**src/rtl/lcd_ctrl.sv**
```systemverilog
// HD44780 8-bit write-only controller fed by a toggle-handshake command register.
// Optional macro LCD_INIT_EN adds an autonomous power-up initialisation sequence.
module lcd_ctrl #(
    parameter int T_SETUP = 2,
    parameter int T_PULSE = 12,
    parameter int T_HOLD  = 2,
    parameter int T_EXEC  = 2000,
    parameter int T_CLEAR = 82000
) (
    input  logic        i_clk,
    input  logic        i_reset,
    input  logic [31:0] i_lcd_cmd,
    output logic [31:0] o_status,
    output logic        o_lcd_on,
    output logic        o_lcd_en,
    output logic        o_lcd_rs,
    output logic        o_lcd_rw,
    output logic [7:0]  o_lcd_data
);

    localparam int T_MAX = (T_EXEC > T_CLEAR) ? T_EXEC : T_CLEAR;
    localparam int CW    = $clog2(T_MAX + 1);

    typedef enum logic [2:0] {
        S_IDLE  = 3'd0,
        S_SETUP = 3'd1,
        S_PULSE = 3'd2,
        S_HOLD  = 3'd3,
        S_WAIT  = 3'd4,
        S_PWRUP = 3'd5
    } state_t;

    state_t        state_r, state_s;
    logic [CW-1:0] cnt_r, cnt_s;
    logic          ack_r, ack_s, tog_r, tog_s, long_r, long_s;
    logic          rs_r, rs_s, en_r, en_s, busy_r, busy_s, on_r;
    logic [7:0]    data_r, data_s;
    logic          cnt_zero_s, pending_s, is_clear_s;
    logic          init_act_s, init_more_s, load_init_s;
    logic [7:0]    init_data_s;
    logic          unused_cmd_s;

    assign unused_cmd_s = ^{i_lcd_cmd[30:17], i_lcd_cmd[15:10], i_lcd_cmd[8]};
    assign cnt_zero_s   = (cnt_r == {CW{1'b0}});
    assign pending_s    = (i_lcd_cmd[16] != ack_r);
    assign is_clear_s   = !rs_r && (data_r[7:2] == 6'd0) && (data_r[1:0] != 2'd0);

`ifdef LCD_INIT_EN
    logic       init_act_r, init_act_nxt_s;
    logic [2:0] init_idx_r, init_idx_nxt_s;

    function automatic logic [7:0] init_byte(input logic [2:0] idx);
        case (idx)
            3'd0, 3'd1, 3'd2: init_byte = 8'h38;
            3'd3:             init_byte = 8'h0C;
            3'd4:             init_byte = 8'h01;
            3'd5:             init_byte = 8'h06;
            default:          init_byte = 8'h00;
        endcase
    endfunction

    assign init_act_s  = init_act_r;
    assign init_more_s = init_act_r && (init_idx_r != 3'd5);
    assign load_init_s = (state_r == S_PWRUP && cnt_zero_s) ||
                         (state_r == S_WAIT && cnt_zero_s && init_more_s);
    assign init_data_s = init_byte(init_idx_nxt_s);

    // Init sequencer: step through the command table, drop out after the last entry
    always_comb begin
        init_idx_nxt_s = init_idx_r;
        init_act_nxt_s = init_act_r;
        if (state_r == S_WAIT && cnt_zero_s && init_act_r) begin
            if (init_more_s) begin
                init_idx_nxt_s = init_idx_r + 3'd1;
            end else begin
                init_act_nxt_s = 1'b0;
            end
        end else begin
            init_idx_nxt_s = init_idx_r;
        end
    end

    // Init sequencer registers
    always_ff @(posedge i_clk) begin
        if (!i_reset) begin
            init_act_r <= 1'b1;
            init_idx_r <= 3'd0;
        end else begin
            init_act_r <= init_act_nxt_s;
            init_idx_r <= init_idx_nxt_s;
        end
    end
`else
    assign init_act_s  = 1'b0;
    assign init_more_s = 1'b0;
    assign load_init_s = 1'b0;
    assign init_data_s = 8'h00;
`endif

    // State register and all registered outputs
    always_ff @(posedge i_clk) begin
        if (!i_reset) begin
`ifdef LCD_INIT_EN
            state_r <= S_PWRUP;
            cnt_r   <= CW'(T_CLEAR - 1);
            busy_r  <= 1'b1;
`else
            state_r <= S_IDLE;
            cnt_r   <= {CW{1'b0}};
            busy_r  <= 1'b0;
`endif
            ack_r   <= 1'b0;
            tog_r   <= 1'b0;
            long_r  <= 1'b0;
            rs_r    <= 1'b0;
            data_r  <= 8'h00;
            en_r    <= 1'b0;
            on_r    <= 1'b0;
        end else begin
            state_r <= state_s;
            cnt_r   <= cnt_s;
            busy_r  <= busy_s;
            ack_r   <= ack_s;
            tog_r   <= tog_s;
            long_r  <= long_s;
            rs_r    <= rs_s;
            data_r  <= data_s;
            en_r    <= en_s;
            on_r    <= i_lcd_cmd[31];
        end
    end

    // Next-state logic: each timed phase ends when the counter reaches zero
    always_comb begin
        state_s = state_r;
        case (state_r)
            S_IDLE:  if (pending_s)  state_s = S_SETUP; else state_s = S_IDLE;
            S_SETUP: if (cnt_zero_s) state_s = S_PULSE; else state_s = S_SETUP;
            S_PULSE: if (cnt_zero_s) state_s = S_HOLD;  else state_s = S_PULSE;
            S_HOLD:  if (cnt_zero_s) state_s = S_WAIT;  else state_s = S_HOLD;
            S_WAIT: begin
                if (cnt_zero_s) state_s = init_more_s ? S_SETUP : S_IDLE;
                else            state_s = S_WAIT;
            end
            S_PWRUP: if (cnt_zero_s) state_s = S_SETUP; else state_s = S_PWRUP;
            default: state_s = S_IDLE;
        endcase
    end

    // Output/datapath logic: counter reload on entry, command latch, handshake
    always_comb begin
        cnt_s = cnt_r;
        if (state_s != state_r) begin
            case (state_s)
                S_SETUP: cnt_s = CW'(T_SETUP - 1);
                S_PULSE: cnt_s = CW'(T_PULSE - 1);
                S_HOLD:  cnt_s = CW'(T_HOLD - 1);
                S_WAIT:  cnt_s = long_r ? CW'(T_CLEAR - 1) : CW'(T_EXEC - 1);
                default: cnt_s = {CW{1'b0}};
            endcase
        end else if (!cnt_zero_s) begin
            cnt_s = cnt_r - CW'(1);
        end else begin
            cnt_s = cnt_r;
        end

        rs_s   = rs_r;
        data_s = data_r;
        tog_s  = tog_r;
        if (state_r == S_IDLE && pending_s) begin
            rs_s   = i_lcd_cmd[9];
            data_s = i_lcd_cmd[7:0];
            tog_s  = i_lcd_cmd[16];
        end else if (load_init_s) begin
            rs_s   = 1'b0;
            data_s = init_data_s;
        end else begin
            rs_s   = rs_r;
        end

        // Wait length is fixed once the pulse starts, from the latched command
        if (state_r == S_SETUP && state_s == S_PULSE) long_s = is_clear_s;
        else                                          long_s = long_r;

        if (state_r == S_WAIT && cnt_zero_s && !init_act_s) ack_s = tog_r;
        else                                                ack_s = ack_r;

        en_s   = (state_s == S_PULSE);
        busy_s = (state_s != S_IDLE);
    end

    assign o_status   = {busy_r, 14'd0, ack_r, 16'd0};
    assign o_lcd_on   = on_r;
    assign o_lcd_en   = en_r;
    assign o_lcd_rs   = rs_r;
    assign o_lcd_rw   = 1'b0;
    assign o_lcd_data = data_r;

endmodule

```
**config.mk**
```make
export PLATFORM = sky130hd
export DESIGN_NAME = lcd_ctrl
export DESIGN_NICKNAME = d
export VERILOG_FILES = /design/src/rtl/lcd_ctrl.sv
export SDC_FILE = /design/constraint.sdc
export NUM_CORES = 1
export LEC_CHECK = 0
export ABC_CLOCK_PERIOD_IN_PS = 2800
export CORE_MARGIN = 2
export CORE_UTILIZATION = 43
export CTS_CLUSTER_DIAMETER = 60
export CTS_CLUSTER_SIZE = 30
export DETAILED_ROUTE_END_ITERATION = 7
export GPL_TIMING_DRIVEN = 0
export PLACE_DENSITY = 0.9
export SYNTH_ARGS = -nofsm -noshare
export SYNTH_HDL_FRONTEND = slang
export SYNTH_SLANG_ARGS = --single-unit
```
**constraint.sdc**
```tcl
create_clock -name i_clk -period 2.8 [get_ports i_clk]
set_clock_uncertainty 0.1 [all_clocks]
set_input_delay 0.42 -clock i_clk [delete_from_list [all_inputs] [get_ports i_clk]]
set_output_delay 0.42 -clock i_clk [all_outputs]
set_load 0.005 [all_outputs]
```
Yosys cells after proc, flatten, opt, wreduce, memory -nomap -nowiden. Cells that the tools add are included.

$add $sub $neg: 1. Equality and inequality tests: 12. Multiplexer cells: 11. Reductions and logical operators: 12.

Operator list (number): $mux 17 (3); $pmux 17 s3 (1); $pmux 3 s6 (1); $logic_not 17->1 (1); $sub 17x1->17 const B (1); $eq 3x2->1 const B (4); $eq 3x3->1 const B (3); $mux 3 (3); $eq 3x1->1 const B (2); $logic_not 6->1 (1); $logic_and 1x1->1 (5); $logic_not 3->1 (1); $ne 3x3->1 (1); $reduce_bool 3->1 (1); $mux 1 (2); $mux 2 (1); $ne 2x1->1 const B (1); $reduce_bool 2->1 (1); $reduce_or 2->1 (1); $logic_not 1->1 (1); $ne 1x1->1 (1).

Flip-flop bits (word level): 35. Bits of input ports: 34. Output and inout port bits: 44.

Longest topological paths before layout. Gate-level depths: netlist (run 1).

Word-level depth: 7. Mapped depth: 7. Depth with buffers taken out: 6.

Worst setup path after synthesis (run 1). No wires, ideal clock.

Kind: register -> register. From: register cnt_r[0]. To: register cnt_r[1]. Setup time: 0.114 ns. Data arrival time: 1.981 ns. Path slack: 0.604 ns. Cell stages (with the launch flop): 7. Cells stage by stage: dfxtp_1 -> inv_1 -> ha_1 -> or4b_1 -> nor4_4 -> mux2_2 -> a2111oi_0.

Cells in the longest elaborated chain, start to end: 7. Elaborated cells between the ends (all ways): 18.

RTL lines: from (decl) (RTL line 34) `logic [CW-1:0] cnt_r, cnt_s;`; from (signal assigned) (RTL line 109) `cnt_r <= {CW{1'b0}};`; from (signal assigned) (RTL line 121) `cnt_r <= cnt_s;`; $logic_not 17->1 (RTL line 44) `assign cnt_zero_s = (cnt_r == {CW{1'b0}});`; $mux 3 (tied with other cells) (RTL line 140) `S_HOLD: if (cnt_zero_s) state_s = S_WAIT; else state_s = S_HOLD;`; $pmux 3 s6 (RTL line 136) `case (state_r)`; $eq 3x2->1 or $eq 3x1->1 (tied branches) (RTL line 154) `case (state_s)`; $reduce_or 2->1 (no line); $pmux 17 s3 (RTL line 154); $mux 17 (RTL line 153) `if (state_s != state_r) begin`.

Several ways; a longest one is shown, not always the timed one. The select of a mux whose other input is x is not followed. A chain may end at the register's enable or synchronous reset.

Worst setup path in the final report (run 1).
From: input i_lcd_cmd[16]. To: register cnt_r[6].

Cells in the longest elaborated chain, start to end: 7. Elaborated cells between the ends (all ways): 12.

RTL lines: from (decl) (RTL line 12) `input logic [31:0] i_lcd_cmd,`; $ne 1x1->1 (*) (RTL line 45) `assign pending_s = (i_lcd_cmd[16] != ack_r);`; $mux 1 (*) (RTL line 137) `S_IDLE: if (pending_s) state_s = S_SETUP; else state_s = S_IDLE;`; $pmux 3 s6 (*) (RTL line 136); $eq 3x2->1 or $eq 3x1->1 (tied branches) (RTL line 154); $reduce_or 2->1 (no line); $pmux 17 s3 (RTL line 154); $mux 17 (RTL line 153).

Every way passes the cells marked *; elsewhere a longest branch is shown, timed or not.

==> impl_metrics.py, run 1 <==
metrics = {
    "placement": {
        "dp_cells": 337,
        "place.gp.congestion": 0.867,
        "io_buffers": 25,
        "place_hpwl_mm": 2.99,
    },
    "power_and_ir_drop": {
        "switchingPower_w": 0.00111,
        "finalPower_w": 0.00268,
        "power_frac_comb_pct": 55.4,
        "clock_power_share_pct": 14.9,
        "p_per_area_mw_per_mm2": 1090,
        "swShare_pct": 41.3,
        "p_leak_nw": 1.03,
        "p_seq_share_pct": 29.7,
        "irDropWorstVdd_mv": 0.617,
        "internal_power_w": 0.00157,
    },
    "layout": {
        "layout-drive-gt1-share_pct": 18.4,
        "finalNonFillerCells": 345,
        "final_cell_mix": "35 x dfxtp_1, 34 x buf_4, 31 x conb_1",
        "nets": 328,
        "final_util_pct": 56.7,
        "area_delta_synth_final_pct": 27.2,
        "antenna_cells": 0,
        "final_common_cell": "dfxtp_1",
    },
    "critical_path": {
        "crit_fanout": 10,
        "worstSetupPathType": "primary input to flip-flop",
        "crit_start": "i_lcd_cmd[16]",
        "worstRegToRegCells": 6,
        "r2r_start": "cnt_r[0]",
        "worst-endpoint-required_ns": 2.85,
        "crit_chain": "clkdlybuf4s50_1, xor2_1, nand2_1, nand3_1, o21ai_0",
        "critPathSlowestCell": "xor2_1",
        "start_kind": "primary input",
        "critPathCaptureType": "flip-flop",
        "r2r_slack_ns": 0.44,
        "reg2reg_to": "cnt_r[1]",
        "slowest_delay_ns": 0.57,
        "crit_arrival_ns": 2.43,
    },
    "logic_synthesis": {
        "yosys_warnings": 0,
        "avgSynthCellArea_um2": 8.44,
        "syn_area_mm2": 0.00194,
        "synth.distinct_cells": 42,
        "synth-edff-count": 0,
        "synth-seq-area-share_pct": 36.1,
        "synthFlopType": "dfxtp_1",
        "ys_seq_elements": 35,
        "synthArstFlopShare_pct": 0,
        "syn_inst": 230,
    },
    "floorplanning": {
        "core_mm2": 0.00435,
        "dieArea_mm2": 0.00507,
        "die_y_um": 71.2,
        "die_x_um": 71.2,
        "rows": 24,
        "initial_utilization_pct": 44.6,
        "ios": 78,
    },
    "timing": {
        "setup_viol": 0,
        "fin_hold_ws_ns": 0.378,
        "fin_crit_sh_pct": 85.2,
        "slew_headroom_pct": 53.7,
        "finalCriticalPeriod_ns": 2.38,
        "worst_pin_slew_ns": 0.692,
        "slew_viol_final": 0,
        "finalSetupTns_ns": 0,
        "hold_violations": 0,
        "max_freq_mhz": 419,
        "rsz0062_at_grt": "false",
    },
    "routing": {
        "drc": 0,
        "ant_nets": 0,
        "drt-initial-drc-count": 109,
        "avgViaCountPerCell": 5.06,
        "routed-via-count": 1746,
        "drt-total-wl_mm": 4.07,
        "drtPass1Iterations": 4,
        "wl_per_cell_um": 11.8,
    },
    "hold_path": {
        "min_from": "o_lcd_data[1]",
        "holdPathStages": 2,
        "hold_end": "o_lcd_data[1]",
        "hold_path.class": "flip-flop to flip-flop",
    },
    "cts": {
        "cts.repair.resized": 0,
        "clkSinkCount": 35,
        "cts_tree": "built",
        "cts_root_buffer": "clkbuf_8",
        "clk_latency_ns": 0.29,
        "cts_buffer_depth": 2,
        "postCtsHoldBufs": 0,
        "htreeDepth": 2,
        "cts-buffers-inserted": 5,
        "post_cts_buffers": 0,
        "clk_pin_slew_ns": 0.07,
    },
    "global_routing": {
        "grt_pass1_wl_mm": 6.72,
        "grt_overflow": 0,
        "grt_max_degree": 11,
        "grtUsageTotal_pct": 16.4,
        "grt_pass1_vias": 1645,
        "antenna_found_initial": 0,
    },
    "run": {
        "drv_cap": 0,
    },
    "run_status": {
        "outcome": "finished, final reports clean",
    },
}
-- per-stage QoR --
stage | worst slack [ns] | area [um2]
5_1_grt | 0.143 | 2470
3_5_place_dp | 0.202 | 2370
3_3_place_gp | 0.205 | 2370
2_1_floorplan | 0.604 | 2050
6_report | 0.416 | 2470
4_1_cts | 0.443 | 2470
-- registers in the layout, indices dropped and copies added, names as in the netlist --
| register | cells |
|---|---|
| o_lcd_data | 8 |
| busy_r | 1 |
| ack_r | 1 |
| o_lcd_rs | 1 |
| o_lcd_on | 1 |
| state_r | 3 |
| cnt_r | 17 |
| tog_r | 1 |
| long_r | 1 |
| o_lcd_en | 1 |
-- cell usage after synthesis (all sizes together) (2+ instances only) --
cell type | n | share of area (%)
nand3 | 5 | 1.3
and2 | 2 | 0.64
nand4 | 3 | 0.97
a31oi | 2 | 0.64
xnor2 | 8 | 3.6
dfxtp | 35 | 36
xor2 | 2 | 0.90
or2 | 2 | 0.64
clkbuf | 9 | 1.7
inv | 7 | 1.4
nor2 | 6 | 1.2
o211ai | 2 | 0.77
o22ai | 7 | 2.6
o41ai | 3 | 1.4
buf | 35 | 14
o21ai | 7 | 1.8
or4 | 7 | 3.4
nor4 | 12 | 5.0
nor3 | 6 | 1.5
mux2i | 2 | 1.0
ha | 2 | 1.3
o31ai | 4 | 1.5
or4b | 3 | 1.5
nand2 | 25 | 4.8
or3 | 4 | 1.4
a21oi | 21 | 5.4
-- layout make-up --
| type | instances | area [um2] |
|---|---|---|
| fillers | 401 | 1880 |
| repair buffers | 25 | 250 |
| inverters | 7 | 26.3 |
| plain buffers | 44 | 300 |
| flip-flops and latches | 35 | 701 |
| multi-input cells | 174 | 1030 |
| well taps | 52 | 65.1 |
| clock buffers | 8 | 100 |
-- metal layers --
metal  up-vias  share of wire [%]  track usage [%]
li1        887                  -                -
met1       774                 41             17.9
met2        81                 49             28.2
met3         4                9.1             6.41
met4         0               0.84             6.92
met5         -                  0                0
-- power by group through the flow --
stage	sequential (W)	combinational [W]	clock, W
floorplan	0.000767	0.00119	0
global placement	0.000791	0.00143	0
detailed placement	0.000803	0.00147	0
CTS	0.000793	0.00148	0.000409
global route	0.000816	0.00164	0.000434
finish	0.000796	0.00149	0.000400
-- critical path, delay by kind of cell --
kind            cells  cell delay (ns)
buf+inv             1             0.48
compound gates      1             0.16
xor+xnor            1             0.57
simple gates        2             0.79
-- logic make-up after synthesis --
logic type / after synthesis / share of synthesized area, %
XOR/XNOR: 10 / 4.51
adder cells (fa/ha/maj): 2 / 1.29
AO/OA/AOI/OAI: 50 / 16.0
other: 1 / 0.193
flip-flops: 35 / 36.1
AND/OR/NAND/NOR: 78 / 23.5
multiplexers: 3 / 1.61
buffers and inverters: 51 / 16.8
-- worst max-delay path by stage --
stage	endpoint	slack, ns	cells after the start
after global routing	cnt_r[1]	0.14	6
after global placement	cnt_r[6]	0.20	5
after detailed placement	cnt_r[2]	0.20	5
final	cnt_r[6]	0.42	5
after CTS	cnt_r[1]	0.44	6
after floorplan	cnt_r[1]	0.60	6
Power figures use the tool's default switching activity.
==> run 2, diff against run 1 <==
CORE_UTILIZATION = 45   (was 43)
DONT_BUFFER_PORTS = 1   (was not set)
PLACE_DENSITY = 0.7   (was 0.9)
==> run 2 against run 1 <==
  * Highest routed layer unchanged
  * Total power is 3.0% lower
  * Worst hold slack got worse by 0.24 ns
  * Critical path type is now flip-flop to flip-flop
  * Clock power down 2%
  * Combinational power down 5%
  * Critical path depth increased by 1
  * Count of clock-buffer cells in the layout is 2 lower
  * Fmax grew 1.4%
  * Die area decreased by 4.2%
  * Non-clock buffer count shrank 25
  * Worst setup slack better by 0.032 ns
  * First-iteration DRC count down 5.5%
==> impl_metrics.py, run 2 (same netlist as run 1, synthesis figures left out) <==
metrics = {
    "run_status": {
        "outcome": "finished, final reports clean",
    },
    "critical_path": {
        "start_kind": "flip-flop",
        "endpoint": "cnt_r[1]",
        "critPathCaptureType": "flip-flop",
        "worstRegToRegCells": 6,
        "crit_start": "cnt_r[0]",
        "crit_arrival_ns": 2.43,
        "r2r_start": "cnt_r[0]",
        "worstSetupPathType": "flip-flop to flip-flop",
        "crit_fanout": 4,
        "worst-endpoint-required_ns": 2.88,
        "reg2reg_to": "cnt_r[1]",
        "r2r_slack_ns": 0.45,
    },
    "timing": {
        "setup_viol": 0,
        "finalWorstSetupSlack_ns": 0.448,
        "finalCriticalPeriod_ns": 2.35,
        "slew_headroom_pct": 56.1,
        "worst_pin_slew_ns": 0.657,
        "fin_crit_sh_pct": 84.0,
        "rsz0062_at_grt": "false",
        "slew_viol_final": 0,
        "max_freq_mhz": 425,
        "finalSetupTns_ns": 0,
        "hold_violations": 0,
    },
    "cts": {
        "cts.repair.resized": 0,
        "cts_tree": "built",
        "htreeDepth": 2,
        "post_cts_buffers": 0,
        "postCtsHoldBufs": 0,
        "clkSinkCount": 35,
        "clk_latency_ns": 0.29,
        "cts-buffers-inserted": 5,
        "cts_root_buffer": "clkbuf_8",
        "clk_pin_slew_ns": 0.08,
        "cts_buffer_depth": 2,
    },
    "hold_path": {
        "hold_path.class": "primary input to flip-flop",
    },
    "placement": {
        "pre_cts_slack_ns": 0.463,
        "io_buffers": 0,
        "place.gp.congestion": 0.800,
        "place_hpwl_mm": 2.88,
    },
    "global_routing": {
        "antenna_found_initial": 0,
        "grtUsageTotal_pct": 17.0,
        "grt_pass1_vias": 1509,
        "grt_pass1_wl_mm": 6.60,
        "grt_overflow": 0,
        "grt_max_degree": 13,
    },
    "layout": {
        "layout-drive-gt1-share_pct": 20.5,
        "final_common_cell": "dfxtp_1",
        "largest_reg_flops": 17,
        "final_util_pct": 54.2,
        "regMostFlops": "cnt_r",
        "nets": 303,
        "antenna_cells": 0,
        "final_cell_mix": "35 x dfxtp_1, 34 x buf_4, 31 x conb_1",
        "area_delta_synth_final_pct": 14.1,
    },
    "routing": {
        "drc": 0,
        "drt-total-wl_mm": 4.02,
        "drtPass1Iterations": 4,
        "drt-initial-drc-count": 103,
        "ant_nets": 0,
        "avgViaCountPerCell": 5.16,
        "routed-via-count": 1642,
        "wl_per_cell_um": 12.6,
    },
    "floorplanning": {
        "core_mm2": 0.00409,
        "die_y_um": 69.7,
        "ios": 78,
        "die_x_um": 69.7,
        "rows": 23,
        "dieArea_mm2": 0.00486,
        "initial_utilization_pct": 47.5,
    },
    "run": {
        "drv_cap": 0,
    },
    "power_and_ir_drop": {
        "irDropWorstVdd_mv": 0.529,
        "p_per_area_mw_per_mm2": 1170,
        "p_leak_nw": 0.936,
    },
}
## run 2: changes by cell type in the layout (fill, tap and decap cells not counted), sizes merged
cell / delta
clkinvlp: +1
clkdlybuf4s50: -25
clkbuf: -2
clkinv: +1
## run 2: report_power, final
group	internal, W	switching (W)	total (W)
Sequential	0.000644	0.000155	0.000799
Clock	0.000201	0.000193	0.000394
Combinational	0.000649	0.000759	0.00141
Total	0.00149	0.00111	0.00260
## run 2: how the worst min path moves through the flow
stage	endpoint	startpoint	depth (start not counted)	slack (ns)
global placement	tog_r	tog_r	2	0.37
finish	o_lcd_on	i_reset	1	0.14
detailed placement	tog_r	tog_r	2	0.37
CTS	o_lcd_on	i_reset	1	0.13
floorplan	tog_r	tog_r	2	0.35
global route	o_lcd_on	i_reset	1	0.13
## run 2: critical path: stages, from the launching register on
cell       delay, ns
dfxtp_1         0.35
inv_1           0.12
ha_1            0.16
or4b_1          0.52
nor4_4          0.30
mux2_2          0.36
a2111oi_0       0.34
## run 2: layout make-up
type | instances | area [um2]
Inverter | 7 | 26.3
Fill cell | 396 | 1870
Buffer | 44 | 300
Tap cell | 50 | 62.6
Clock buffer | 6 | 82.6
Clock inverter | 2 | 16.3
Sequential cell | 35 | 701
Multi-Input combinational cell | 174 | 1030
## run 2: through the flow
stage	instances	total power, W	hold WS (ns)	area (um2)
finish	318	0.00260	0.141	2220
global route	318	0.00279	0.131	2220
CTS	318	0.00261	0.135	2220
detailed placement	310	0.00220	0.366	2120
global placement	310	0.00218	0.368	2120
floorplan	260	0.00195	0.347	2050
## run 2: routing by layer
metal | share of wire (%) | global-route usage, % | wire [um] | up-vias
met2 | 47 | 27.6 | 1890 | 51
met5 | 0 | 0 | 0 | -
li1 | - | - | - | 840
met1 | 44 | 19.9 | 1790 | 744
met4 | 2.1 | 8.55 | 85 | 0
met3 | 6.5 | 5.81 | 260 | 7
==> run 3, diff against run 2 <==
ABC_CLOCK_PERIOD_IN_PS = 2150   (was 2800)
PLACE_DENSITY = 0.72   (was 0.7)
clock period = 2.15 ns   (was 2.8 ns; I/O delays follow)
==> run 3 against run 2 <==
  * Sequential share of layout area down 1.6 points
  * Fmax grew 11%
  * Sequential power up 33%
  * Design area is 5.8% higher
  * Combinational power is 50% higher
  * Critical path type unchanged
==> impl_metrics.py, run 3 (same netlist as run 1, synthesis figures left out) <==
metrics = {
    "routing": {
        "wl_per_cell_um": 12.8,
        "drt-initial-drc-count": 100,
        "ant_nets": 0,
        "routed-via-count": 1668,
        "drt-total-wl_mm": 4.06,
        "avgViaCountPerCell": 5.25,
        "drc": 0,
        "drtPass1Iterations": 4,
    },
    "layout": {
        "final_common_cell": "buf_4",
        "layout-drive-gt1-share_pct": 27.2,
        "regMostFlops": "cnt_r",
        "antenna_cells": 0,
        "fillers": 365,
        "final_cell_mix": "37 x buf_4, 33 x dfxtp_1, 31 x conb_1",
        "largest_reg_flops": 17,
        "final_util_pct": 57.4,
        "nets": 303,
        "area_delta_synth_final_pct": 20.7,
        "finalNonFillerCells": 318,
    },
    "timing": {
        "rsz0062_at_grt": "true",
        "finalCriticalPeriod_ns": 2.11,
        "worst_pin_slew_ns": 0.584,
        "hold_violations": 0,
        "max_freq_mhz": 474,
        "setup_viol": 0,
        "slew_headroom_pct": 61.1,
        "fin_crit_sh_pct": 98.1,
        "slew_viol_final": 0,
        "finalSetupTns_ns": 0,
        "fin_hold_ws_ns": 0.0548,
    },
    "placement": {
        "place.gp.congestion": 0.802,
        "io_buffers": 0,
        "dp_cells": 310,
        "place_hpwl_mm": 2.85,
    },
    "cts": {
        "clk_latency_ns": 0.29,
        "clkSinkCount": 35,
        "htreeDepth": 2,
        "cts_tree": "built",
        "clk_pin_slew_ns": 0.07,
        "cts-buffers-inserted": 5,
        "cts_buffer_depth": 2,
        "cts_root_buffer": "clkbuf_8",
    },
    "run_status": {
        "outcome": "finished, final reports clean",
    },
    "critical_path": {
        "critPathCaptureType": "flip-flop",
        "worst-endpoint-required_ns": 2.23,
        "cp.buffers_inverters": 1,
        "reg2reg_to": "cnt_r[1]",
        "r2r_slack_ns": 0.04,
        "slowest_delay_ns": 0.48,
        "critPathSlowestCell": "or4b_4",
        "worstRegToRegCells": 6,
        "worstSetupPathType": "flip-flop to flip-flop",
        "crit_fanout": 4,
        "r2r_start": "cnt_r[1]",
        "crit_family": "simple AND/OR/NAND/NOR gates",
        "crit_start": "cnt_r[1]",
        "crit_arrival_ns": 2.19,
        "crit_chain": "inv_2, ha_4, or4b_4, nor4_4, mux2_4, a2111oi_4",
        "start_kind": "flip-flop",
    },
    "run": {
        "drv_cap": 0,
    },
    "floorplanning": {
        "die_x_um": 69.7,
        "die_y_um": 69.7,
        "rows": 23,
        "dieArea_mm2": 0.00486,
        "core_mm2": 0.00409,
        "initial_utilization_pct": 47.5,
        "ios": 78,
    },
    "power_and_ir_drop": {
        "p_per_area_mw_per_mm2": 1610,
        "p_leak_nw": 0.979,
        "finalPower_w": 0.00377,
        "irDropWorstVdd_mv": 0.573,
    },
    "global_routing": {
        "grtUsageTotal_pct": 17.1,
        "grt_overflow": 0,
        "grt_max_degree": 13,
        "grt_pass1_vias": 1535,
        "antenna_found_initial": 0,
        "grt_pass1_wl_mm": 6.88,
    },
    "hold_path": {
        "min_from": "i_reset",
        "holdPathStages": 1,
        "hold_end": "o_lcd_on",
        "hold_path.class": "primary input to flip-flop",
    },
}
## run 3: cell count changes in the layout (fill, tap and decap cells not counted), moves of 2 or more
cell | previous run | this run
dfxtp_2 | 0 | 2
clkbuf_1 | 9 | 5
inv_2 | 0 | 2
buf_4 | 34 | 37
dfxtp_1 | 35 | 33
inv_1 | 7 | 5
nor4_1 | 10 | 8
## run 3: worst max path at each step
stage / to / slack (ns) / cells after the start
2_1_floorplan: cnt_r[1] / 0.02 / 6
3_3_place_gp: cnt_r[11] / -0.15 / 7
3_5_place_dp: cnt_r[11] / -0.19 / 7
4_1_cts: cnt_r[12] / 0.01 / 7
5_1_grt: cnt_r[1] / -0.05 / 6
6_report: cnt_r[1] / 0.04 / 6
## run 3: report_power, final
part	internal (W)	total [W]	switching [W]
Combinational	0.00101	0.00212	0.00112
Clock	0.000345	0.000590	0.000245
Sequential	0.000842	0.00106	0.000215
Total	0.00219	0.00377	0.00158
## run 3: cell type report
cell class / instances / area, um2 / area share, %
plain buffers: 41 / 290 / 12.4
clock buffers: 5 / 68.8 / 2.93
multi-input cells: 174 / 1130 / 48.1
well taps: 50 / 62.6 / 2.67
flip-flops and latches: 35 / 703 / 30.0
inverters: 7 / 26.3 / 1.12
clock inverters: 3 / 43.8 / 1.87
repair buffers: 3 / 22.5 / 0.961
## run 3: through the flow
step / cell area, um2 / setup WS [ns]
4_1_cts: 2310 / 0.0129
2_1_floorplan: 2060 / 0.0194
3_3_place_gp: 2120 / -0.145
5_1_grt: 2340 / -0.0540
6_report: 2340 / 0.0398
3_5_place_dp: 2120 / -0.189
## run 3: worst reg2reg max path: cells and delay by family (launching register included)
family          cells  cell delay, ns
flops               1            0.34
buf+inv             1            0.08
fa+ha+maj           1            0.13
compound gates      1            0.18
mux                 1            0.35
simple gates        2            0.83
## run 3: layer usage
metal	share of wire (%)	vias to the layer above	track usage [%]
li1	-	836	-
met1	45	768	22.6
met2	47	56	27.7
met3	7.1	8	4.51
met4	1.0	0	4.49
met5	0	-	0
## run 3: repair_timing
action	in CTS	in global routing
setup endpoints to repair	16	22
gates resized for setup	13	9
hold buffers	0	0
buffers inserted	3	0
pin swaps	3	1
